[config.mk]
export PLATFORM = sky130hd
export DESIGN_NAME = dmem_arbiter_flat
export DESIGN_NICKNAME = d
export VERILOG_FILES = /design/src/rtl/dmem_arbiter_if.sv /design/src/rtl/dmem_arbiter.sv /design/src/flat_wrapper.sv
export SDC_FILE = /design/constraint.sdc
export NUM_CORES = 1
export LEC_CHECK = 0
export CAP_MARGIN = 25
export CORE_AREA = 2 2 117 119
export CTS_BUF_LIST = sky130_fd_sc_hd__clkbuf_2 sky130_fd_sc_hd__clkbuf_4 sky130_fd_sc_hd__clkbuf_8
export DETAILED_ROUTE_END_ITERATION = 6
export DIE_AREA = 0 0 119 121
export PLACE_DENSITY = 0.72
export REMOVE_ABC_BUFFERS = 1
export SETUP_SLACK_MARGIN = 0.15
export SLEW_MARGIN = 30
export SYNTH_ARGS = -nofsm -noshare
export SYNTH_HDL_FRONTEND = slang
export SYNTH_SLANG_ARGS = --single-unit
[constraint.sdc]
create_clock -name clk -period 4.2 [get_ports clk]
set_input_delay 0.63 -clock clk [delete_from_list [all_inputs] [get_ports clk]]
set_output_delay 0.63 -clock clk [all_outputs]
set_load 0.02 [all_outputs]
[src/rtl/dmem_arbiter_if.sv]
// Pin bundle between two data-memory requesters, the dmem arbiter and the single-ported data memory.
// slave: the arbiter's view; master: the requesters and memory model driving it.
interface dmem_arbiter_if #(
    parameter int ADDR_WIDTH = 32,
    parameter int DATA_WIDTH = 32
);
    logic                  m0_req;
    logic                  m0_we;
    logic [ADDR_WIDTH-1:0] m0_addr;
    logic [DATA_WIDTH-1:0] m0_wdata;
    logic                  m0_gnt;
    logic                  m0_rvalid;
    logic [DATA_WIDTH-1:0] m0_rdata;

    logic                  m1_req;
    logic                  m1_we;
    logic [ADDR_WIDTH-1:0] m1_addr;
    logic [DATA_WIDTH-1:0] m1_wdata;
    logic                  m1_gnt;
    logic                  m1_rvalid;
    logic [DATA_WIDTH-1:0] m1_rdata;
    logic                  m1_lock;

    logic [ADDR_WIDTH-1:0] mem_addr;
    logic [DATA_WIDTH-1:0] mem_wdata;
    logic                  mem_we;
    logic [DATA_WIDTH-1:0] mem_rdata;
    logic                  locked;

    modport slave (
        input  m0_req, m0_we, m0_addr, m0_wdata,
        output m0_gnt, m0_rvalid, m0_rdata,
        input  m1_req, m1_we, m1_addr, m1_wdata, m1_lock,
        output m1_gnt, m1_rvalid, m1_rdata,
        output mem_addr, mem_wdata, mem_we, locked,
        input  mem_rdata
    );

    modport master (
        output m0_req, m0_we, m0_addr, m0_wdata,
        input  m0_gnt, m0_rvalid, m0_rdata,
        output m1_req, m1_we, m1_addr, m1_wdata, m1_lock,
        input  m1_gnt, m1_rvalid, m1_rdata,
        input  mem_addr, mem_wdata, mem_we, locked,
        output mem_rdata
    );
endinterface

[src/rtl/dmem_arbiter.sv]
// Round-robin share of the single-ported data memory between the CPU port (0) and a loader port (1) with a bounded port-1 lock.
// Grant is combinational, read data returns one cycle after grant; DMEM_ARB_STATS_EN adds grant/stall counters.
module dmem_arbiter #(
    parameter int ADDR_WIDTH = 32,
    parameter int DATA_WIDTH = 32,
    parameter int LOCK_MAX   = 8
) (
    input  logic          clk,
    input  logic          reset,
`ifdef DMEM_ARB_STATS_EN
    output logic [15:0]   m0_gnt_count,
    output logic [15:0]   m1_gnt_count,
    output logic [15:0]   stall_count,
`endif
    dmem_arbiter_if.slave bus
);
    localparam logic [7:0] LOCK_LIMIT = 8'(LOCK_MAX);

    typedef enum logic [0:0] {
        ARB    = 1'b0,
        LOCKED = 1'b1
    } state_t;

    state_t                state;
    state_t                state_next;
    logic                  last_winner;
    logic                  last_winner_next;
    logic [7:0]            lock_cnt;
    logic [7:0]            lock_cnt_next;
    logic                  rr0;
    logic                  rr1;
    logic                  gnt0;
    logic                  gnt1;
    logic                  owned;
    logic                  rvalid0_q;
    logic                  rvalid1_q;
    logic [DATA_WIDTH-1:0] rdata0_q;
    logic [DATA_WIDTH-1:0] rdata1_q;

    // last_winner = 1 means port 1 won last, so port 0 takes the next tie
    assign rr0 = bus.m0_req & (~bus.m1_req | last_winner);
    assign rr1 = bus.m1_req & (~bus.m0_req | ~last_winner);

    always_comb begin
        state_next       = state;
        last_winner_next = last_winner;
        lock_cnt_next    = lock_cnt;
        gnt0             = 1'b0;
        gnt1             = 1'b0;
        owned            = 1'b0;
        if (!reset) begin
            case (state)
                ARB: begin
                    gnt0 = rr0;
                    gnt1 = rr1;
                    if (rr1 && bus.m1_lock) begin
                        state_next    = LOCKED;
                        lock_cnt_next = 8'd0;
                    end
                end
                LOCKED: begin
                    if (!bus.m1_lock) begin
                        gnt0       = rr0;
                        gnt1       = rr1;
                        state_next = ARB;
                    end else if (bus.m0_req && lock_cnt == LOCK_LIMIT) begin
                        gnt0       = 1'b1;
                        state_next = ARB;
                    end else begin
                        owned = 1'b1;
                        gnt1  = bus.m1_req;
                        if (bus.m0_req && lock_cnt != LOCK_LIMIT) begin
                            lock_cnt_next = lock_cnt + 8'd1;
                        end
                    end
                end
                default: state_next = ARB;
            endcase
            if (gnt0) begin
                last_winner_next = 1'b0;
            end else if (gnt1) begin
                last_winner_next = 1'b1;
            end
        end
    end

    always_ff @(posedge clk) begin
        if (reset) begin
            state       <= ARB;
            last_winner <= 1'b1;
            lock_cnt    <= 8'd0;
            rvalid0_q   <= 1'b0;
            rvalid1_q   <= 1'b0;
            rdata0_q    <= '0;
            rdata1_q    <= '0;
        end else begin
            state       <= state_next;
            last_winner <= last_winner_next;
            lock_cnt    <= lock_cnt_next;
            rvalid0_q   <= gnt0 & ~bus.m0_we;
            rvalid1_q   <= gnt1 & ~bus.m1_we;
            if (gnt0 && !bus.m0_we) begin
                rdata0_q <= bus.mem_rdata;
            end
            if (gnt1 && !bus.m1_we) begin
                rdata1_q <= bus.mem_rdata;
            end
        end
    end

    always_comb begin
        bus.mem_addr  = '0;
        bus.mem_wdata = '0;
        bus.mem_we    = 1'b0;
        if (gnt0) begin
            bus.mem_addr  = bus.m0_addr;
            bus.mem_wdata = bus.m0_wdata;
            bus.mem_we    = bus.m0_we;
        end else if (gnt1) begin
            bus.mem_addr  = bus.m1_addr;
            bus.mem_wdata = bus.m1_wdata;
            bus.mem_we    = bus.m1_we;
        end
    end

    assign bus.m0_gnt    = gnt0;
    assign bus.m1_gnt    = gnt1;
    // A read granted just before reset must not be reported during reset
    assign bus.m0_rvalid = rvalid0_q & ~reset;
    assign bus.m1_rvalid = rvalid1_q & ~reset;
    assign bus.m0_rdata  = rdata0_q;
    assign bus.m1_rdata  = rdata1_q;
    // High only while port 1 actually holds exclusive ownership this cycle
    assign bus.locked    = owned;

`ifdef DMEM_ARB_STATS_EN
    always_ff @(posedge clk) begin
        if (reset) begin
            m0_gnt_count <= 16'd0;
            m1_gnt_count <= 16'd0;
            stall_count  <= 16'd0;
        end else begin
            if (gnt0 && m0_gnt_count != 16'hFFFF) begin
                m0_gnt_count <= m0_gnt_count + 16'd1;
            end
            if (gnt1 && m1_gnt_count != 16'hFFFF) begin
                m1_gnt_count <= m1_gnt_count + 16'd1;
            end
            if (bus.m0_req && !gnt0 && stall_count != 16'hFFFF) begin
                stall_count <= stall_count + 16'd1;
            end
        end
    end
`else
    // Statistics counters are not built; arbitration is unaffected.
`endif
endmodule

[src/flat_wrapper.sv]
// flat-port wrapper written by rule: the top's interface ports become plain ports
module dmem_arbiter_flat 
#(
    parameter int ADDR_WIDTH = 32,
    parameter int DATA_WIDTH = 32,
    parameter int LOCK_MAX   = 8
)
  (clk, reset, bus_m0_req, bus_m0_we, bus_m0_addr, bus_m0_wdata, bus_m0_gnt, bus_m0_rvalid, bus_m0_rdata, bus_m1_req, bus_m1_we, bus_m1_addr, bus_m1_wdata, bus_m1_lock, bus_m1_gnt, bus_m1_rvalid, bus_m1_rdata, bus_mem_addr, bus_mem_wdata, bus_mem_we, bus_locked, bus_mem_rdata);
  dmem_arbiter_if #(.ADDR_WIDTH(ADDR_WIDTH), .DATA_WIDTH(DATA_WIDTH)) bus_i ();
  input  logic clk;
  input  logic reset;
  input wire logic [$bits(bus_i.m0_req)-1:0] bus_m0_req;
  input wire logic [$bits(bus_i.m0_we)-1:0] bus_m0_we;
  input wire logic [$bits(bus_i.m0_addr)-1:0] bus_m0_addr;
  input wire logic [$bits(bus_i.m0_wdata)-1:0] bus_m0_wdata;
  output wire logic [$bits(bus_i.m0_gnt)-1:0] bus_m0_gnt;
  output wire logic [$bits(bus_i.m0_rvalid)-1:0] bus_m0_rvalid;
  output wire logic [$bits(bus_i.m0_rdata)-1:0] bus_m0_rdata;
  input wire logic [$bits(bus_i.m1_req)-1:0] bus_m1_req;
  input wire logic [$bits(bus_i.m1_we)-1:0] bus_m1_we;
  input wire logic [$bits(bus_i.m1_addr)-1:0] bus_m1_addr;
  input wire logic [$bits(bus_i.m1_wdata)-1:0] bus_m1_wdata;
  input wire logic [$bits(bus_i.m1_lock)-1:0] bus_m1_lock;
  output wire logic [$bits(bus_i.m1_gnt)-1:0] bus_m1_gnt;
  output wire logic [$bits(bus_i.m1_rvalid)-1:0] bus_m1_rvalid;
  output wire logic [$bits(bus_i.m1_rdata)-1:0] bus_m1_rdata;
  output wire logic [$bits(bus_i.mem_addr)-1:0] bus_mem_addr;
  output wire logic [$bits(bus_i.mem_wdata)-1:0] bus_mem_wdata;
  output wire logic [$bits(bus_i.mem_we)-1:0] bus_mem_we;
  output wire logic [$bits(bus_i.locked)-1:0] bus_locked;
  input wire logic [$bits(bus_i.mem_rdata)-1:0] bus_mem_rdata;
  assign bus_i.m0_req = bus_m0_req;
  assign bus_i.m0_we = bus_m0_we;
  assign bus_i.m0_addr = bus_m0_addr;
  assign bus_i.m0_wdata = bus_m0_wdata;
  assign bus_m0_gnt = bus_i.m0_gnt;
  assign bus_m0_rvalid = bus_i.m0_rvalid;
  assign bus_m0_rdata = bus_i.m0_rdata;
  assign bus_i.m1_req = bus_m1_req;
  assign bus_i.m1_we = bus_m1_we;
  assign bus_i.m1_addr = bus_m1_addr;
  assign bus_i.m1_wdata = bus_m1_wdata;
  assign bus_i.m1_lock = bus_m1_lock;
  assign bus_m1_gnt = bus_i.m1_gnt;
  assign bus_m1_rvalid = bus_i.m1_rvalid;
  assign bus_m1_rdata = bus_i.m1_rdata;
  assign bus_mem_addr = bus_i.mem_addr;
  assign bus_mem_wdata = bus_i.mem_wdata;
  assign bus_mem_we = bus_i.mem_we;
  assign bus_locked = bus_i.locked;
  assign bus_i.mem_rdata = bus_mem_rdata;
  dmem_arbiter #(.ADDR_WIDTH(ADDR_WIDTH), .DATA_WIDTH(DATA_WIDTH), .LOCK_MAX(LOCK_MAX)) u_core (.clk(clk), .reset(reset), .bus(bus_i));
endmodule
Yosys cells after proc, flatten, opt, wreduce, memory -nomap -nowiden
Index checks and enable logic that the tools add are counted.
- shift operators: 0
- mux-type cells: 29
- eq/ne operators: 6
- reductions and logical operators: 9
- order comparisons: 0
- divide/modulo/power cells: 0
- add/sub/neg operators: 1
- bitwise logic cells: 15
- $mul: 0
- operators with widths (operator ; number):
    2-to-1 mux 32 bit ; 4
    2-to-1 mux 8 bit ; 4
    2-to-1 mux 1 bit ; 17
    case mux 8 bit (2 select lines) ; 1
    adder 8 x 1 -> 8 bit (second input constant) ; 1
    == test 8 x 4 -> 1 bit (second input constant) ; 1
    != test 8 x 4 -> 1 bit (second input constant) ; 1
    NOT 1 bit ; 7
    AND 1 bit ; 6
    != test 2 bit (second input constant) ; 3
    case mux 1 bit (2 select lines) ; 3
    logical AND 1 bit ; 5
    AND reduction 4 bit ; 1
    zero test 1 bit ; 2
    != test 2 x 1 -> 1 bit (second input constant) ; 1
    OR 1 bit ; 2
    nonzero test 2 bit ; 1
- register bits: 76
- bits in latches: 0
- memory bits (read-only): 0
- output and inout bits: 134
- memories kept: 0
- RAM bits: 0
- logic and storage cells: 67

Depth between registers and ports, before layout
- word-level depth: 9
- gate-level depth with buffers: 9
- mapped depth without buffers: 8

Worst setup path after synthesis
No wires, ideal clock.
- kind: reg-to-output
- from: register u_core.lock_cnt[0]
- to: output port bus_mem_wdata[22]
- buffers on the path: 1
- cell stages (with the launch flop): 9
- arrival time: 1.739 ns
- path slack: 1.831 ns
- data required time: 3.570 ns
- cell sequence: dfxtp_1 -> inv_1 -> ha_1 -> nor4b_4 -> nand4_1 -> nor2_2 -> nor2_1 -> clkbuf_1 -> a22o_1
- word-level cells in the longest chain between the ends: 9
- elaborated cells on any way between the ends: 14
- those cells by class: eq/ne (1); mux (12); reduce/logical (1)
- ends and longest elaborated chain (what ; RTL line ; text):
    start: declaration ; dmem_arbiter.sv:28 ; logic [7:0] lock_cnt;
    start signal: assignment ; dmem_arbiter.sv:99 ; lock_cnt <= lock_cnt_next;
    == test 8 x 4 -> 1 bit ; dmem_arbiter.sv:66 ; end else if (bus.m0_req && lock_cnt == LOCK_LIMIT) begin
    logical AND 1 bit ; dmem_arbiter.sv:66 ;
    2-to-1 mux 1 bit ; dmem_arbiter.sv:66 ;
    2-to-1 mux 1 bit ; dmem_arbiter.sv:62 ; if (!bus.m1_lock) begin
    case mux 1 bit (2 select lines) ; dmem_arbiter.sv:52 ; case (state)
    2-to-1 mux 1 bit (2 in series) ; dmem_arbiter.sv:51 ; if (!reset) begin
    net bus_m1_gnt ; flat_wrapper.sv:24 ; output wire logic [$bits(bus_i.m1_gnt)-1:0] bus_m1_gnt;
    2-to-1 mux 32 bit ; dmem_arbiter.sv:119 ; end else if (gnt1) begin
    2-to-1 mux 32 bit ; dmem_arbiter.sv:115 ; if (gnt0) begin
    end: declaration ; flat_wrapper.sv:28 ; output wire logic [$bits(bus_i.mem_wdata)-1:0] bus_mem_wdata;
The timed path passes the listed nets, and every way through them passes these cells. The select of a mux whose other input is x is not followed.

Worst setup path in the final report
- from: input port bus_m1_lock
- to: output port bus_mem_addr[28]
- word-level cells in the longest chain between the ends: 6
- elaborated cells on any way between the ends: 10
- those cells by class: mux (10)
- ends and longest elaborated chain (what ; RTL line ; text):
    start: declaration ; flat_wrapper.sv:23 ; input wire logic [$bits(bus_i.m1_lock)-1:0] bus_m1_lock;
    2-to-1 mux 1 bit ; dmem_arbiter.sv:62 ;
    case mux 1 bit (2 select lines) ; dmem_arbiter.sv:52 ;
    2-to-1 mux 1 bit (2 in series) ; dmem_arbiter.sv:51 ;
    2-to-1 mux 32 bit ; dmem_arbiter.sv:119 ;
    2-to-1 mux 32 bit * ; dmem_arbiter.sv:115 ;
    end: declaration ; flat_wrapper.sv:27 ; output wire logic [$bits(bus_i.mem_addr)-1:0] bus_mem_addr;
Mark *: on every way between the ends. The rest lies on a longest branch, timed or not. The select of a mux whose other input is x is not followed.

==> key figures <==
Synth
  • Mux cell area share after synthesis: between 10% and 20%
  • Largest family of logic cells by synthesized area: compound AO/OA/AOI/OAI gates
  • Distinct cells, synth: 36
  • Post-Synth XOR/XNOR Area: ~1.4%
  • Synth area leaders: dfxtp_1, a22o_1, mux2_4
  • Synth area leader: dfxtp_1
  • Post-Syn Instances: around 400
  • Share of the synthesized area in the top cell type: about two fifths
  • Number of synthesized flops with an enable pin: 0
  • Post-Syn Area: between 0.003 and 0.004 mm^2
  • Synthesis warning total: 0
  • Synth Area in Simple Gates: around 18%
  • Compound-gate portion of the synthesized area: 21.5%
  • Avg Cell Area, Syn: 9.43 um^2
  • Post-synthesis register bit count: 76
  • Synth Flop Type: dfxtp_1
  • Post-synth ARST share: 0%
  • Post-Synth Adder-Cell Area: less than 1%
  • Seq/Total Area, Yosys: between 40% and 50%

Worst setup path
  • Reg2reg end: u_core.bus.m0_rdata[14]$_SDFFE_PP0P_
  • R2R setup slack: roughly 1.8 ns
  • Setup crit end: bus_mem_addr[28]
  • Largest fanout on the critical path: 66
  • Worst EP required: roughly 3.6 ns
  • Buf/Inv on CP: 3
  • Worst setup path class: in -> out
  • Most used cell, CP: clkdlybuf4s50_1
  • Levels on crit path: 8
  • Reg2reg path depth: 9
  • Critical-path top delay cell: clkdlybuf4s50_1
  • Delay-heaviest family, CP: buffers and inverters
  • Worst path arrival time: between 2 and 3 ns
  • Worst stage delay on the critical path: 0.69 ns
  • CP endpoint kind: output pin
  • Startpoint Class: input port
  • Crit path from: bus_m1_lock
  • Reg2reg start: u_core.lock_cnt[0]$_SDFFE_PP0P_
  • Crit path cell chain: clkdlybuf4s50_1 > nand2_2 > nand3_2 > nand3b_1 > nor2_4 > buf_12 > a22o_1 > clkdlybuf4s50_1

Floorplan
  • I/O pin cnt: between 300 and 400
  • Vert. Die Dim: roughly 120 um
  • Core area: about 0.013 mm^2
  • Initial core utilization: ~29%
  • Die width: between 100 and 150 um
  • Die area: ~0.014 mm^2
  • # rows: 42

Cells and area
  • Most frequent cells in the layout: clkdlybuf4s50_1, dfxtp_1, nand2_1
  • Syn-to-layout area delta: 87.5%
  • Share of cells above drive strength 1: 8.60%
  • Nets: 851
  • Commonest non-fill, non-tap cell in the layout: clkdlybuf4s50_1
  • Antenna diodes: 0
  • Fill cell count: about 1100

Placement
  • DP Worst Slack: 0.654 ns
  • RD Place Congestion: approximately 1
  • Number of port buffers: 300
  • DP Wirelength: between 10000 and 15000 um

Pwr
  • Total Power: about 1.9 mW
  • Worst VDD drop: approximately 0.23 mV
  • Pwr Density: about 270 mW/mm^2
  • Leakage power: between 2 and 3 nW

Detailed routing
  • Pre-Repair DR Iteration Count: 4
  • Met2 wire length: about 7700 um
  • Metal-1 WL: roughly 6700 um
  • Metal3 WL: 1620 um
  • Via count: 4135
  • Vias per Instance: roughly 4.8
  • Top Layer Used: met4
  • Drt wl/cell: roughly 19 um
  • 1st-iter DRT viols: 208
  • Drt total wl: ~16000 um
  • Drt drc: 0
  • DRT antenna net count: 0

Worst hold path
  • HP Class: reg -> reg

STA
  • Clock Skews: 0.00912 ns
  • Worst relative slew slack: between 50% and 60%
  • Worst hold-check slack: roughly 0.45 ns
  • Tcrit/Tclk final: between 80% and 90%
  • Hold violation count in the final report: 0
  • Final count of pins violating max slew: 0
  • Fmax: about 280 MHz
  • Final Setup Violations: 0
  • Setup_tns: 0 ns
  • Final setup margin: between 0.6 and 0.7 ns
  • RSZ-0062 raised after global routing: no
  • Slew @ Worst Pin: about 0.66 ns
  • Fin crit period: roughly 3.5 ns

Clock tree
  • TritonCTS Sinks: 76
  • TritonCTS clock tree: yes
  • Setup bufs post-CTS: 0
  • CTS Buffer Depth: 2
  • Clk slew on worst S/H paths: around 0.07 ns
  • Root buffer cell: clkbuf_8
  • Cts bufs inserted: 9
  • CTS Hold Buffers Added: 0
  • Htree depth: 3
  • # resized after CTS: 0
  • Worst-skew pair later-pin latency: between 0.3 and 0.4 ns

GRT
  • Vias in the first global route: between 4000 and 5000
  • GR Overflow Total: 0
  • Pin count of the biggest net entering global routing: 67
  • GRT Overall Usage: between 20% and 30%
  • Global-route wire length before repair: between 20000 and 25000 um
  • Antenna violations before repair: 0

Flow run
  • Max Cap Viol: 0

Outcome
  • Status: finished, final reports clean
## worst min-delay path, cell delays in order (launching register included)
cell and delay, ns:
dfxtp_1 0.31, nand2_1 0.05, a21oi_1 0.05
## layer usage
metal	GRT usage (%)	vias to the layer above
met5	0	-
met4	5.21	0
met3	7.42	15
met2	35.9	223
met1	26.1	1929
li1	-	1968
## cell type report
type,instances,area [um^2],area share [%]
repair buffers,304,3050,43.3
multi-input cells,285,2040,29.0
flip-flops and latches,76,1520,21.6
well taps,176,220,3.12
clock buffers,14,186,2.64
inverters,6,22.5,0.319
clock inverters,1,5.00,0.0710
## state kept, by name, indices dropped and copies added (netlist names)
name / cells
u_core.rvalid0_q: 1
u_core.rvalid1_q: 1
u_core.last_winner: 1
u_core.bus.m1_rdata: 32
u_core.bus.m0_rdata: 32
u_core.state: 1
u_core.lock_cnt: 8
## worst min path at each step
stage / startpoint / to / slack, ns / cells after the start
2_1_floorplan: u_core.lock_cnt[1]$_SDFFE_PP0P_ / u_core.lock_cnt[1]$_SDFFE_PP0P_ / 0.47 / 2
3_5_place_dp: u_core.bus.m0_rdata[28]$_SDFFE_PP0P_ / u_core.bus.m0_rdata[28]$_SDFFE_PP0P_ / 0.45 / 2
6_report: u_core.bus.m0_rdata[4]$_SDFFE_PP0P_ / u_core.bus.m0_rdata[4]$_SDFFE_PP0P_ / 0.45 / 2
5_1_grt: u_core.bus.m0_rdata[8]$_SDFFE_PP0P_ / u_core.bus.m0_rdata[8]$_SDFFE_PP0P_ / 0.47 / 2
4_1_cts: u_core.bus.m0_rdata[4]$_SDFFE_PP0P_ / u_core.bus.m0_rdata[4]$_SDFFE_PP0P_ / 0.46 / 2
3_3_place_gp: u_core.bus.m0_rdata[30]$_SDFFE_PP0P_ / u_core.bus.m0_rdata[30]$_SDFFE_PP0P_ / 0.44 / 2
## through the flow
| stage | util, % | area, um^2 | instances |
|---|---|---|---|
| after floorplan | - | 3570 | 367 |
| after global placement | 52.4 | 6860 | 847 |
| after detailed placement | 52.4 | 6860 | 847 |
| after CTS | 53.9 | 7050 | 862 |
| after global routing | 53.9 | 7050 | 862 |
| final | 53.9 | 7050 | 862 |
## cells in the mapped netlist, types with 4 or more instances
cell and count:
dfxtp_1 76, nand2_1 68, a22o_1 66, a21oi_1 38, nor2b_1 34, mux2_4 29, clkbuf_1 11, nor2_1 10
buf_2 9, buf_4 7, nand3_1 5, nand4_1 5, buf_6 4, inv_1 4, xnor2_1 4
## power breakdown
part           switching (mW)  internal, mW  leakage [nW]
Clock                   0.253         0.282         0.102
Sequential             0.0143         0.748         0.618
Combinational           0.252         0.331          2.01
## cells by family after synthesis
group                    after synthesis
AO/OA/AOI/OAI                        109
XOR/XNOR                               6
adder cells (fa/ha/maj)                2
buffers and inverters                 38
flip-flops                            76
multiplexers                          32
AND/OR/NAND/NOR                      136
No activity file was read; power rests on OpenSTA's default activity.
